`config.mk`:
```
export PLATFORM = sky130hd
export DESIGN_NAME = shift_frame_arbiter_flat
export DESIGN_NICKNAME = d
export VERILOG_FILES = /design/src/rtl/shift_frame_arbiter_if.sv /design/src/rtl/shift_frame_arbiter.sv /design/src/flat_wrapper.sv
export SDC_FILE = /design/constraint.sdc
export NUM_CORES = 1
export LEC_CHECK = 0
export ABC_AREA = 1
export CAP_MARGIN = 30
export CORE_UTILIZATION = 54
export CTS_CLUSTER_DIAMETER = 50
export CTS_CLUSTER_SIZE = 25
export DETAILED_ROUTE_END_ITERATION = 10
export PLACE_DENSITY = 0.84
export REMOVE_ABC_BUFFERS = 1
export SLEW_MARGIN = 20
export SYNTH_ARGS = -nofsm -noshare
export SYNTH_HDL_FRONTEND = slang
export SYNTH_SLANG_ARGS = --single-unit
```
`constraint.sdc`:
```
create_clock -name clk -period 2.9 [get_ports clk]
set_input_delay 0.58 -clock clk [delete_from_list [all_inputs] [get_ports clk]]
set_output_delay 0.58 -clock clk [all_outputs]
set_load 0.01 [all_outputs]
```
`src/rtl/shift_frame_arbiter_if.sv`:
```
// Requester handshake and serial-output bundle for shift_frame_arbiter.
// The arbiter takes the slave view; whatever feeds it takes the master view.
interface shift_frame_arbiter_if #(
  parameter int WIDTH = 8
) ();
  logic             req0_valid;
  logic [WIDTH-1:0] req0_data;
  logic             req0_ready;
  logic             req1_valid;
  logic [WIDTH-1:0] req1_data;
  logic             req1_ready;
  logic             ser_out;
  logic             ser_valid;
  logic             ser_owner;
  logic             frame_done;

  modport master (
    output req0_valid, req0_data, req1_valid, req1_data,
    input  req0_ready, req1_ready, ser_out, ser_valid, ser_owner, frame_done
  );

  modport slave (
    input  req0_valid, req0_data, req1_valid, req1_data,
    output req0_ready, req1_ready, ser_out, ser_valid, ser_owner, frame_done
  );
endinterface

```
`src/rtl/shift_frame_arbiter.sv`:
```
// Two-requester round-robin arbiter that serialises one WIDTH-bit word per grant,
// MSB first, followed by IDLE_GAP quiet cycles before the next grant.
module shift_frame_arbiter #(
  parameter int WIDTH    = 8,
  parameter int IDLE_GAP = 1
) (
  input  logic                 clk,
  input  logic                 rst_n,
  input  logic                 flush,
  shift_frame_arbiter_if.slave bus
);

  localparam int CW = $clog2(WIDTH);
  localparam int GW = 4;
  localparam logic [CW-1:0] LAST_BIT = CW'(WIDTH - 1);
  localparam logic [CW-1:0] PEN_BIT  = CW'(WIDTH - 2);
  localparam logic [GW-1:0] LAST_GAP = GW'(IDLE_GAP - 1);

  typedef enum logic [1:0] {
    IDLE  = 2'd0,
    SHIFT = 2'd1,
    GAP   = 2'd2
  } state_t;

  state_t           state_reg;
  logic [WIDTH-1:0] shift_reg;
  logic [CW-1:0]    bit_cnt_reg;
  logic [GW-1:0]    gap_cnt_reg;
  logic             last_reg;
  logic             prev_last_reg;
  logic             owner_reg;
  logic             ser_valid_reg;
  logic             done_reg;

  logic [1:0]       valid_vec;
  logic [1:0]       ready_vec;
  logic             grant;
  logic             handshake;
  logic [WIDTH-1:0] grant_data;

  assign valid_vec = {bus.req1_valid, bus.req0_valid};

  // A lone requester always wins; a contest goes to whoever was not served last.
  always_comb begin
    grant = 1'b0;
    if (valid_vec == 2'b11) begin
      grant = ~last_reg;
    end else if (valid_vec[1]) begin
      grant = 1'b1;
    end
  end

  generate
    for (genvar gi = 0; gi < 2; gi++) begin : g_ready
      assign ready_vec[gi] = rst_n & ~flush & (state_reg == IDLE)
                           & valid_vec[gi] & (grant == 1'(gi));
    end
  endgenerate

  assign handshake  = |ready_vec;
  assign grant_data = grant ? bus.req1_data : bus.req0_data;

  always_ff @(posedge clk or negedge rst_n) begin
    if (!rst_n) begin
      state_reg     <= IDLE;
      shift_reg     <= '0;
      bit_cnt_reg   <= '0;
      gap_cnt_reg   <= '0;
      last_reg      <= 1'b1;
      prev_last_reg <= 1'b1;
      owner_reg     <= 1'b0;
      ser_valid_reg <= 1'b0;
      done_reg      <= 1'b0;
    end else if (flush) begin
      state_reg     <= IDLE;
      shift_reg     <= '0;
      bit_cnt_reg   <= '0;
      gap_cnt_reg   <= '0;
      ser_valid_reg <= 1'b0;
      done_reg      <= 1'b0;
      // An aborted frame was never delivered, so it must not cost its owner a turn.
      if (state_reg == SHIFT) begin
        last_reg <= prev_last_reg;
      end
    end else begin
      case (state_reg)
        IDLE: begin
          if (handshake) begin
            shift_reg     <= grant_data;
            bit_cnt_reg   <= '0;
            owner_reg     <= grant;
            prev_last_reg <= last_reg;
            last_reg      <= grant;
            ser_valid_reg <= 1'b1;
            done_reg      <= 1'b0;
            state_reg     <= SHIFT;
          end
        end
        SHIFT: begin
          shift_reg <= {shift_reg[WIDTH-2:0], 1'b0};
          if (bit_cnt_reg == LAST_BIT) begin
            bit_cnt_reg   <= '0;
            gap_cnt_reg   <= '0;
            ser_valid_reg <= 1'b0;
            done_reg      <= 1'b0;
            state_reg     <= (IDLE_GAP == 0) ? IDLE : GAP;
          end else begin
            bit_cnt_reg <= bit_cnt_reg + CW'(1);
            // Pre-decode so the pulse is a flop that lines up with the last bit.
            done_reg    <= (bit_cnt_reg == PEN_BIT);
          end
        end
        GAP: begin
          if (gap_cnt_reg == LAST_GAP) begin
            gap_cnt_reg <= '0;
            state_reg   <= IDLE;
          end else begin
            gap_cnt_reg <= gap_cnt_reg + GW'(1);
          end
        end
        default: begin
          state_reg <= IDLE;
        end
      endcase
    end
  end

  assign bus.req0_ready = ready_vec[0];
  assign bus.req1_ready = ready_vec[1];
  assign bus.ser_out    = shift_reg[WIDTH-1];
  assign bus.ser_valid  = ser_valid_reg;
  assign bus.ser_owner  = owner_reg;
  assign bus.frame_done = done_reg & ~flush;

  a_no_done_on_flush: assert property (@(posedge clk) disable iff (!rst_n)
    !(flush && bus.frame_done));
  a_single_grant: assert property (@(posedge clk) disable iff (!rst_n)
    $onehot0(ready_vec));

endmodule
```
`src/flat_wrapper.sv`:
```
// flat-port wrapper written by rule: the top's interface ports become plain ports
module shift_frame_arbiter_flat 
#(
  parameter int WIDTH    = 8,
  parameter int IDLE_GAP = 1
)
  (clk, rst_n, flush, bus_req0_valid, bus_req0_data, bus_req1_valid, bus_req1_data, bus_req0_ready, bus_req1_ready, bus_ser_out, bus_ser_valid, bus_ser_owner, bus_frame_done);
  shift_frame_arbiter_if #(.WIDTH(WIDTH)) bus_i ();
  input  logic clk;
  input  logic rst_n;
  input  logic flush;
  input wire logic [$bits(bus_i.req0_valid)-1:0] bus_req0_valid;
  input wire logic [$bits(bus_i.req0_data)-1:0] bus_req0_data;
  input wire logic [$bits(bus_i.req1_valid)-1:0] bus_req1_valid;
  input wire logic [$bits(bus_i.req1_data)-1:0] bus_req1_data;
  output wire logic [$bits(bus_i.req0_ready)-1:0] bus_req0_ready;
  output wire logic [$bits(bus_i.req1_ready)-1:0] bus_req1_ready;
  output wire logic [$bits(bus_i.ser_out)-1:0] bus_ser_out;
  output wire logic [$bits(bus_i.ser_valid)-1:0] bus_ser_valid;
  output wire logic [$bits(bus_i.ser_owner)-1:0] bus_ser_owner;
  output wire logic [$bits(bus_i.frame_done)-1:0] bus_frame_done;
  assign bus_i.req0_valid = bus_req0_valid;
  assign bus_i.req0_data = bus_req0_data;
  assign bus_i.req1_valid = bus_req1_valid;
  assign bus_i.req1_data = bus_req1_data;
  assign bus_req0_ready = bus_i.req0_ready;
  assign bus_req1_ready = bus_i.req1_ready;
  assign bus_ser_out = bus_i.ser_out;
  assign bus_ser_valid = bus_i.ser_valid;
  assign bus_ser_owner = bus_i.ser_owner;
  assign bus_frame_done = bus_i.frame_done;
  shift_frame_arbiter #(.WIDTH(WIDTH), .IDLE_GAP(IDLE_GAP)) u_core (.clk(clk), .rst_n(rst_n), .flush(flush), .bus(bus_i));
endmodule
```
==> key figures, run 1 <==
Layout
  – Layout overhead on the synthesized area: 24.88%
  – Antenna cells: 0
  – Number of fill cells: 181
  – Footprint of the multi-input gates: roughly 660 um2
  – Proportion of layout cells with a drive suffix above 1: 14.22%
  – Final net count: 231
  – Count of placed standard cells in the final layout, fillers left out: 232
  – Sequential cell area: between 500 and 600 um2
  – Leading cell type in the layout, fill and taps excluded: sky130_fd_sc_hd__nand2_1
  – Max reg flops: 8
  – Commonest cells after routing, fill and taps aside: sky130_fd_sc_hd__nand2_1 (50), sky130_fd_sc_hd__clkdlybuf4s50_1 (26), sky130_fd_sc_hd__inv_1 (21), sky130_fd_sc_hd__dfrtp_1 (20), sky130_fd_sc_hd__o21ai_0 (17)

Synthesis
  – Synth Area per Inst: about 7.6 um2
  – Syn Inst Count: 173
  – Top-area cell type share of the netlist area: 37.84%
  – Netlist cell types: 22
  – Number of synthesized register bits: 22
  – Synthesized area: between 1000 and 1500 um2
  – Cell type with the largest total area after synthesis: sky130_fd_sc_hd__dfrtp_1
  – Leading post-synthesis cells by cell area: sky130_fd_sc_hd__dfrtp_1 (38%), sky130_fd_sc_hd__nand2_1 (14%), sky130_fd_sc_hd__o21ai_0 (6.4%), sky130_fd_sc_hd__inv_1 (6.0%), sky130_fd_sc_hd__nand3_1 (4.9%)
  – Warnings, synthesis: 0
  – Fraction of the yosys area taken by sequential cells: a little over two fifths

Die
  – Die extent in x: a little over 50 um
  – Placeable core area: ~2300 um2
  – Number of placement rows: 17
  – Floorplan die height: 51.49 um
  – Die Area: about 2700 um2
  – Boundary pin count: 27
  – Initial standard-cell utilization of the core: between 50% and 60%

Pwr
  – Total power density per cell area: between 400 and 500 nW/um2
  – Reported leakage power: 0.0008553 uW
  – Peak supply drop: 0.4467 mV

Timing
  – Layout Skew: approximately 0.011 ns
  – Accumulated negative setup slack: 0 ns
  – Tightest Pin Transition: 0.4287 ns
  – WHS: ~0.48 ns
  – Min cycle time layout: about 2.6 ns
  – Count of endpoints failing hold in the final timing report: 0
  – Max-slew headroom at the worst pin: between 70% and 80%
  – Count of endpoints failing setup in the final report: 0
  – Slew Viols, Final: 0
  – Final period util: about nine tenths
  – Setup repair after global routing missed its margin: false
  – Max Freq: between 300 and 400 MHz

Critical path
  – Type of origin of the critical path: input port
  – Cells along the critical path: clkdlybuf4s50_1 -> inv_4 -> nand2_4 -> nor2_4 -> nand2_2 -> inv_1 -> clkdlybuf4s50_1
  – Arrival time at the worst endpoint: about 2.1 ns
  – CP Max Fanout: 8
  – Worst-case reg-to-reg path depth: 9
  – Setup CP Type: input port to output pin
  – Worst flop-to-flop path startpoint: u_core.state_reg[1]
  – End of the critical path: bus_req0_ready
  – Setup slack on the worst flop-to-flop path: 1.27 ns
  – Worst R2R End: u_core.bus.ser_valid
  – Master of the slowest instance on the critical path: sky130_fd_sc_hd__clkdlybuf4s50_1
  – Critical path startpoint: flush
  – Required time of the critical path: about 2.3 ns
  – Crit-path most repeated cell: sky130_fd_sc_hd__clkdlybuf4s50_1
  – Nature of the critical path endpoint: output pin
  – Biggest cell delay along the critical path: between 0.5 and 0.6 ns

Clock tree
  – Clock sink total: 22
  – Later-pin clock latency in the skew report: between 0.3 and 0.4 ns
  – Clock tree from TritonCTS: built
  – Hold-fix buffer count after cts: 0
  – Post-CTS clock slew at the launch and capture registers of the worst setup and hold paths: 0.11 ns
  – Inserted Clock Buffers: 3
  – Post CTS Setup Buffer Count: 0
  – Cell at the root of the clock tree: sky130_fd_sc_hd__clkbuf_4
  – H-tree level count: 1
  – Clk buf depth: 2
  – Quantity of gates resized following cts: 0

Global route
  – Gr usage total: between 20% and 30%
  – Vias in the first global route: between 1000 and 1500
  – Largest net degree at the start of global routing: 23
  – Total global routing overflow: 0
  – Global-route wire length before repair: between 4000 and 5000 um
  – Number of antenna violations at the first check in global routing: 0

Route
  – Number of design-rule violations left by the first detailed-router iteration: 34
  – Remaining routing DRC violations: 0
  – Number of detailed-route iterations in the first pass: 4
  – Highest routed metal layer: met4
  – WL met1: roughly 1300 um
  – Detail Route met2 WL: 1648 um
  – Post-detailed-route count of antenna-violating nets: 0
  – Avg WL per Cell: approximately 13 um
  – Detailed Route WL: slightly above 3000 um
  – Routed met3 length: around 110 um
  – Vias: between 1000 and 1500
  – Vias per cell: approximately 5.4

Flow run
  – Max_cap viols: 0

Status
  – Run status: finished clean

Placement
  – Total half-perimeter wirelength after legalization and detailed placement: between 2000 and 2500 um
  – Placer Congestion: approximately 0.86
  – Total instance count after detailed placement: 228
  – Port Buffer Count: 26

Hold path
  – Worst hold path cell count: 2
  – Worst hold path class: flop to flop
[final cells by class]
cell class / count / area share (%)
Timing Repair Buffer: 29 / 17.12
Inverter: 23 / 5.379
Sequential cell: 22 / 33.48
Tap cell: 28 / 2.121
Clock buffer: 4 / 2.197
Multi-Input combinational cell: 126 / 39.70
[worst max-delay path, delay by kind of cell]
family | cells | cell delay (ns)
buffers and inverters | 4 | 1.18
and+or+nand+nor | 3 | 0.31
[logic make-up (layout without fill, tap and decap cells)]
kind of cell	after synthesis	count (layout)	synth area share, %
compound gates	22	22	8.798
buf+inv	25	56	8.609
xor+xnor	1	1	0.6624
simple gates	98	98	35.38
fa+ha+maj	5	5	4.730
flops	22	22	41.82
[where the power goes]
part / leakage (uW) / switching [uW] / internal [uW]
clock: 0.0000210 / 97.2 / 76.9
sequential: 0.000289 / 26.2 / 351
combinational: 0.000546 / 113 / 85.8
[stage by stage]
| step | setup WS [ns] | instance area [um2] | util (%) | power [uW] |
|---|---|---|---|---|
| after floorplan | 1.268 | 1297 | - | 487.7 |
| after global placement | 0.2829 | 1615 | 71.64 | 567.8 |
| after detailed placement | 0.2519 | 1615 | 71.64 | 581.2 |
| after CTS | 0.2487 | 1652 | 73.25 | 749.3 |
| after global routing | 0.1454 | 1652 | 73.25 | 786.0 |
| final | 0.2516 | 1652 | 73.25 | 750.8 |
[layer usage]
layer	track usage, %	vias to the layer above
met5	0	-
met4	11.26	0
met3	5.556	8
met2	44.81	30
met1	28.44	611
li1	-	606
[cell usage after synthesis]
cell type and n:
sky130_fd_sc_hd__nand2_4 3, sky130_fd_sc_hd__inv_1 21, sky130_fd_sc_hd__nand2_2 10, sky130_fd_sc_hd__o21ai_1 3, sky130_fd_sc_hd__nand4_1 4, sky130_fd_sc_hd__buf_2 1
sky130_fd_sc_hd__nand3_4 1, sky130_fd_sc_hd__dfstp_2 2, sky130_fd_sc_hd__nand2_1 50, sky130_fd_sc_hd__dfrtp_1 20, sky130_fd_sc_hd__nor2_1 14, sky130_fd_sc_hd__buf_12 1
sky130_fd_sc_hd__nor2_2 2, sky130_fd_sc_hd__a21boi_0 1, sky130_fd_sc_hd__o21ai_2 1, sky130_fd_sc_hd__nand3_1 13, sky130_fd_sc_hd__xor2_1 1, sky130_fd_sc_hd__o21ai_0 17
sky130_fd_sc_hd__nor2_4 1, sky130_fd_sc_hd__ha_1 5, sky130_fd_sc_hd__inv_4 1, sky130_fd_sc_hd__inv_2 1
[how the worst min path moves through the flow]
stage	end	from	slack [ns]
4_1_cts	u_core.bus.ser_valid	u_core.bus.ser_valid	0.49
6_report	u_core.bus.ser_valid	u_core.bus.ser_valid	0.48
5_1_grt	u_core.bus.ser_valid	u_core.bus.ser_valid	0.52
3_5_place_dp	u_core.bus.ser_valid	u_core.bus.ser_valid	0.46
2_1_floorplan	u_core.bit_cnt_reg[0]	rst_n	0.28
3_3_place_gp	u_core.bus.ser_valid	u_core.bus.ser_valid	0.46
Power figures use the tool's default switching activity.
==> run 2: changes to the inputs <==
--- a/constraint.sdc
+++ b/constraint.sdc
@@ -3,2 +3,2 @@
 set_output_delay 0.58 -clock clk [all_outputs]
-set_load 0.01 [all_outputs]
+set_load 0.02 [all_outputs]
==> run 2 against run 1 <==
Net effect: sequential share of layout area increased by 0.13 points; clock skew is 0.0090 ns lower; combinational power rose by 3%; worst hold slack better by 0.012 ns; global-route usage increased by 0.16 points; maximum frequency fell by 3.1%; power decreased by 3.6%; non-clock buffer count up 1; clock-buffer cell count fell by 1; worst setup slack got worse by 0.086 ns; sequential power about the same; flip-flop and latch count unchanged.
==> key figures, run 2 (synthesized netlist as in run 1, its figures left out) <==
Status
  – Run status: finished clean

Timing
  – Max Freq: about 370 MHz
  – Setup repair after global routing missed its margin: false
  – Count of endpoints failing hold in the final timing report: 0
  – Layout Skew: ~0.0018 ns
  – Accumulated negative setup slack: 0 ns
  – Final period util: between 90% and 100%
  – Min cycle time layout: between 2 and 3 ns
  – Slew Viols, Final: 0
  – Count of endpoints failing setup in the final report: 0
  – Tightest Pin Transition: 0.3871 ns
  – Max-slew headroom at the worst pin: between 70% and 80%

Layout
  – Final Instance Area: around 1600 um2
  – Layout overhead on the synthesized area: 24.41%
  – Max reg flops: 8
  – Final core occ: between 70 and 80%
  – Antenna cells: 0
  – Number of fill cells: between 150 and 200
  – Commonest cells after routing, fill and taps aside: sky130_fd_sc_hd__nand2_1 (50), sky130_fd_sc_hd__clkdlybuf4s50_1 (26), sky130_fd_sc_hd__inv_1 (21), sky130_fd_sc_hd__dfrtp_1 (20), sky130_fd_sc_hd__o21ai_0 (17)
  – Leading cell type in the layout, fill and taps excluded: sky130_fd_sc_hd__nand2_1
  – Final net count: between 200 and 250
  – Proportion of layout cells with a drive suffix above 1: approximately 14%

Critical path
  – Setup CP Type: input port to output pin
  – Nature of the critical path endpoint: output pin
  – Sum of buffers and inverters on the critical path: 4
  – Biggest cell delay along the critical path: ~0.60 ns
  – Master of the slowest instance on the critical path: sky130_fd_sc_hd__clkdlybuf4s50_1
  – Crit-path most repeated cell: sky130_fd_sc_hd__clkdlybuf4s50_1
  – Required time of the critical path: 2.32 ns
  – Arrival time at the worst endpoint: about 2.2 ns
  – CP Max Fanout: 8
  – Type of origin of the critical path: input port
  – Kind of cell adding the most delay to the critical path: buffers and inverters
  – Cells along the critical path: clkdlybuf4s50_1 -> inv_4 -> nand2_4 -> nor2_4 -> nand2_2 -> inv_1 -> clkdlybuf4s50_1
  – Worst flop-to-flop path startpoint: u_core.last_reg
  – Critical path startpoint: flush

Flow run
  – Max_cap viols: 0

Clock tree
  – Cell at the root of the clock tree: sky130_fd_sc_hd__clkbuf_4
  – Later-pin clock latency in the skew report: ~0.30 ns
  – Inserted Clock Buffers: 3
  – Hold-fix buffer count after cts: 0
  – Post CTS Setup Buffer Count: 0
  – H-tree level count: 1
  – Quantity of gates resized following cts: 0
  – Clock tree from TritonCTS: built
  – Clk buf depth: 2
  – Clock sink total: 22
  – Post-CTS clock slew at the launch and capture registers of the worst setup and hold paths: ~0.12 ns

Pwr
  – Share of power burned in the clock network: a little under 20%
  – Peak supply drop: between 0.3 and 0.4 mV
  – Seq pwr share: between 50 and 60%
  – Cell internal pwr: a little under 500 uW
  – Total power: 723.8 uW
  – Total power density per cell area: approximately 440 nW/um2
  – Switching pwr: ~240 uW
  – Reported leakage power: approximately 0.00085 uW
  – Relative contribution of combinational cells to total power: between 20 and 30%
  – Switching part of the total: approximately a third

Die
  – Number of placement rows: 17
  – Initial standard-cell utilization of the core: just under 60%
  – Placeable core area: 2255 um2
  – Boundary pin count: 27
  – Die Area: around 2700 um2
  – Floorplan die height: between 50 and 60 um
  – Die extent in x: between 50 and 60 um

Route
  – Number of design-rule violations left by the first detailed-router iteration: 18
  – Vias: roughly 1200
  – Vias per cell: about 5.3
  – Number of detailed-route iterations in the first pass: 4
  – Post-detailed-route count of antenna-violating nets: 0
  – Remaining routing DRC violations: 0
  – Detailed Route WL: 2971 um
  – Avg WL per Cell: around 13 um

Placement
  – Port Buffer Count: 26
  – Instance area after placement: about 1600 um2
  – Placer Congestion: about 0.85
  – Total half-perimeter wirelength after legalization and detailed placement: roughly 2300 um

Global route
  – Total global routing overflow: 0
  – Global-route wire length before repair: around 4900 um
  – Gr usage total: between 20% and 30%
  – Vias in the first global route: ~1100
  – Largest net degree at the start of global routing: 23
  – Number of antenna violations at the first check in global routing: 0

Hold path
  – Hold Startpoint: u_core.bus.ser_valid
  – Worst hold path class: flop to flop
## run 2: cell types whose count changed in the layout (fill, tap and decap cells not counted), sizes merged
| cell | change |
|---|---|
| buf | +1 |
| clkbuf | -1 |
## run 2: layer usage
metal	track usage [%]	wire length, um	up-vias
met3	4.678	103	9
met2	43.51	1555	28
met4	11.71	54	0
li1	-	-	607
met5	0	0	-
met1	30.39	1258	596
## run 2: power by group through the flow
stage / combinational, uW / clock (uW) / sequential [uW]
finish: 205 / 141 / 378
global route: 228 / 151 / 381
CTS: 206 / 142 / 378
detailed placement: 205 / 0 / 384
global placement: 198 / 0 / 380
floorplan: 108 / 0 / 387
## run 2: worst min-delay path, stage by stage (launching register included)
cell and delay [ns]:
sky130_fd_sc_hd__dfrtp_1 0.36, sky130_fd_sc_hd__nand2_1 0.05, sky130_fd_sc_hd__nand2_1 0.05
## run 2: worst paths after layout
check / to / slack [ns] / cells after the start
min: u_core.bus.ser_valid / 0.49 / 2
max reg2reg: u_core.last_reg / 1.37 / 6
max: bus_req0_ready / 0.17 / 7
min reg2reg: u_core.bus.ser_valid / 0.49 / 2
max in group asynchronous: u_core.prev_last_reg / 1.87 / 2
min in group asynchronous: u_core.gap_cnt_reg[2] / 0.75 / 2
## run 2: cell type report
class                   instances  area (um2)  share of cell area, %
multi-input cells             126       655.6                  39.85
repair buffers                 30       290.3                  17.64
inverters                      23       88.84                  5.399
flip-flops and latches         22       553.0                  33.61
well taps                      28       35.03                  2.129
clock buffers                   3       22.52                  1.369
## run 2: metrics by stage
stage          std cells  setup WS, ns  hold slack [ns]
5_1_grt              232       0.09561           0.5249
2_1_floorplan        171         1.211           0.2844
4_1_cts              232        0.1710           0.4981
3_5_place_dp         229        0.1765           0.4709
6_report             232        0.1655           0.4947
3_3_place_gp         229        0.2150           0.4574
==> run 3: changes to the inputs <==
- CAP_MARGIN: 30 -> 20
- CORE_ASPECT_RATIO: not set -> 1.4
- CTS_CLUSTER_SIZE: 25 -> not set
==> run 3 against run 2 <==
Net effect: worst setup slack improved by 0.00079 ns; die area barely moved; the run now ends with DRC left; power grew 2.9%.
==> key figures, run 3 (synthesized netlist as in run 1, its figures left out) <==
Route
  – Vias: ~1200
  – Remaining routing DRC violations: 3
  – Number of detailed-route iterations in the first pass: 7
  – Post-detailed-route count of antenna-violating nets: 0
  – Number of design-rule violations left by the first detailed-router iteration: 33
  – Detailed Route WL: roughly 2800 um
  – Vias per cell: roughly 5.3
  – Avg WL per Cell: about 12 um

Layout
  – Final net count: 232
  – Proportion of layout cells with a drive suffix above 1: between 10 and 15%
  – Max reg flops: 8
  – Commonest cells after routing, fill and taps aside: sky130_fd_sc_hd__nand2_1 (50), sky130_fd_sc_hd__clkdlybuf4s50_1 (26), sky130_fd_sc_hd__inv_1 (21), sky130_fd_sc_hd__dfrtp_1 (20), sky130_fd_sc_hd__o21ai_0 (17)
  – Layout overhead on the synthesized area: 24.88%
  – Leading cell type in the layout, fill and taps excluded: sky130_fd_sc_hd__nand2_1
  – Antenna cells: 0
  – Final core occ: between 70% and 80%

Critical path
  – Worst flop-to-flop path startpoint: u_core.last_reg
  – Setup slack on the worst flop-to-flop path: 1.32 ns
  – Required time of the critical path: between 2 and 2.5 ns
  – Worst-case reg-to-reg path depth: 6
  – Arrival time at the worst endpoint: roughly 2.2 ns
  – CP Max Fanout: 8
  – Setup CP Type: input port to output pin
  – Type of origin of the critical path: input port
  – Worst R2R End: u_core.last_reg
  – Nature of the critical path endpoint: output pin

Hold path
  – Worst hold path cell count: 2
  – Hold Startpoint: u_core.bus.ser_valid
  – Worst hold path class: flop to flop
  – Hold EP: u_core.bus.ser_valid

Pwr
  – Reported leakage power: between 0.0008 and 0.0009 uW
  – Total power density per cell area: 451.1 nW/um2
  – Peak supply drop: roughly 0.29 mV

Die
  – Boundary pin count: 27
  – Die Area: roughly 2700 um2
  – Initial standard-cell utilization of the core: between 50% and 60%
  – Die extent in x: approximately 44 um
  – Placeable core area: approximately 2300 um2
  – Number of placement rows: 20
  – Floorplan die height: ~61 um

Timing
  – Accumulated negative setup slack: 0 ns
  – Final period util: ~94%
  – Count of endpoints failing setup in the final report: 0
  – Setup repair after global routing missed its margin: false
  – Slew Viols, Final: 0
  – Layout Skew: around 0.0043 ns
  – Count of endpoints failing hold in the final timing report: 0
  – Min cycle time layout: roughly 2.7 ns
  – Tightest Pin Transition: around 0.46 ns
  – Max Freq: approximately 370 MHz
  – Max-slew headroom at the worst pin: between 60% and 70%

Global route
  – Total global routing overflow: 0
  – Global-route wire length before repair: around 4500 um
  – Vias in the first global route: about 1100
  – Largest net degree at the start of global routing: 23
  – Number of antenna violations at the first check in global routing: 0
  – Gr usage total: approximately 23%

Status
  – Failing checks: DRC
  – Run status: finished with violations

Clock tree
  – Quantity of gates resized following cts: 0
  – Clk buf depth: 2
  – Clock tree from TritonCTS: built
  – Hold-fix buffer count after cts: 0
  – Clock sink total: 22
  – Later-pin clock latency in the skew report: 0.30 ns
  – H-tree level count: 1
  – Inserted Clock Buffers: 3
  – Cell at the root of the clock tree: sky130_fd_sc_hd__clkbuf_4
  – Post-CTS clock slew at the launch and capture registers of the worst setup and hold paths: between 0.1 and 0.15 ns
  – Post CTS Setup Buffer Count: 0

Flow run
  – Max_cap viols: 0

Placement
  – Port Buffer Count: 26
  – Total half-perimeter wirelength after legalization and detailed placement: 2138 um
  – Placer Congestion: 0.8228
## run 3: routing by layer
metal  global-route usage [%]  share of wire, %
met1                    26.97                42
met4                    12.05              0.68
met2                    40.51                54
met3                    2.083               3.8
met5                        0                 0
## run 3: layout make-up
| type | count | area, um2 |
|---|---|---|
| clock buffers | 4 | 36.28 |
| well taps | 22 | 27.53 |
| repair buffers | 30 | 290.3 |
| inverters | 23 | 88.84 |
| fillers | 196 | 600.6 |
| multi-input cells | 126 | 655.6 |
| flip-flops and latches | 22 | 553.0 |
## run 3: worst max path at each step
stage                   startpoint        endpoint  slack (ns)  depth (start not counted)
finish                       flush  bus_req0_ready        0.17                          7
global route                 flush  bus_req0_ready        0.13                          7
CTS                          flush  bus_req0_ready        0.16                          7
detailed placement           flush  bus_req0_ready        0.16                          7
global placement             flush  bus_req0_ready        0.22                          7
floorplan           bus_req0_valid  bus_req1_ready        1.21                          5
## run 3: power breakdown
part           total (uW)  internal [uW]  switching (uW)
registers             377            351            26.2
logic                 202           86.8             115
clock network         165           76.5            88.8
total                 745            515             230
## run 3: metrics by stage
step                cells  area, um2  hold WS, ns  worst slack (ns)  power [uW]
finish                227       1652       0.5027            0.1663       745.0
global route          227       1652       0.5209            0.1255       791.2
CTS                   227       1652       0.5084            0.1600       752.6
detailed placement    223       1615       0.4740            0.1616       586.3
global placement      223       1615       0.4546            0.2204       576.6
floorplan             171       1297       0.2844             1.211       495.0
## run 3: worst max-delay path, cell delays in order
cell and delay (ns):
sky130_fd_sc_hd__clkdlybuf4s50_1 0.47, sky130_fd_sc_hd__inv_4 0.14, sky130_fd_sc_hd__nand2_4 0.06, sky130_fd_sc_hd__nor2_4 0.15, sky130_fd_sc_hd__nand2_2 0.09, sky130_fd_sc_hd__inv_1 0.07, sky130_fd_sc_hd__clkdlybuf4s50_1 0.60
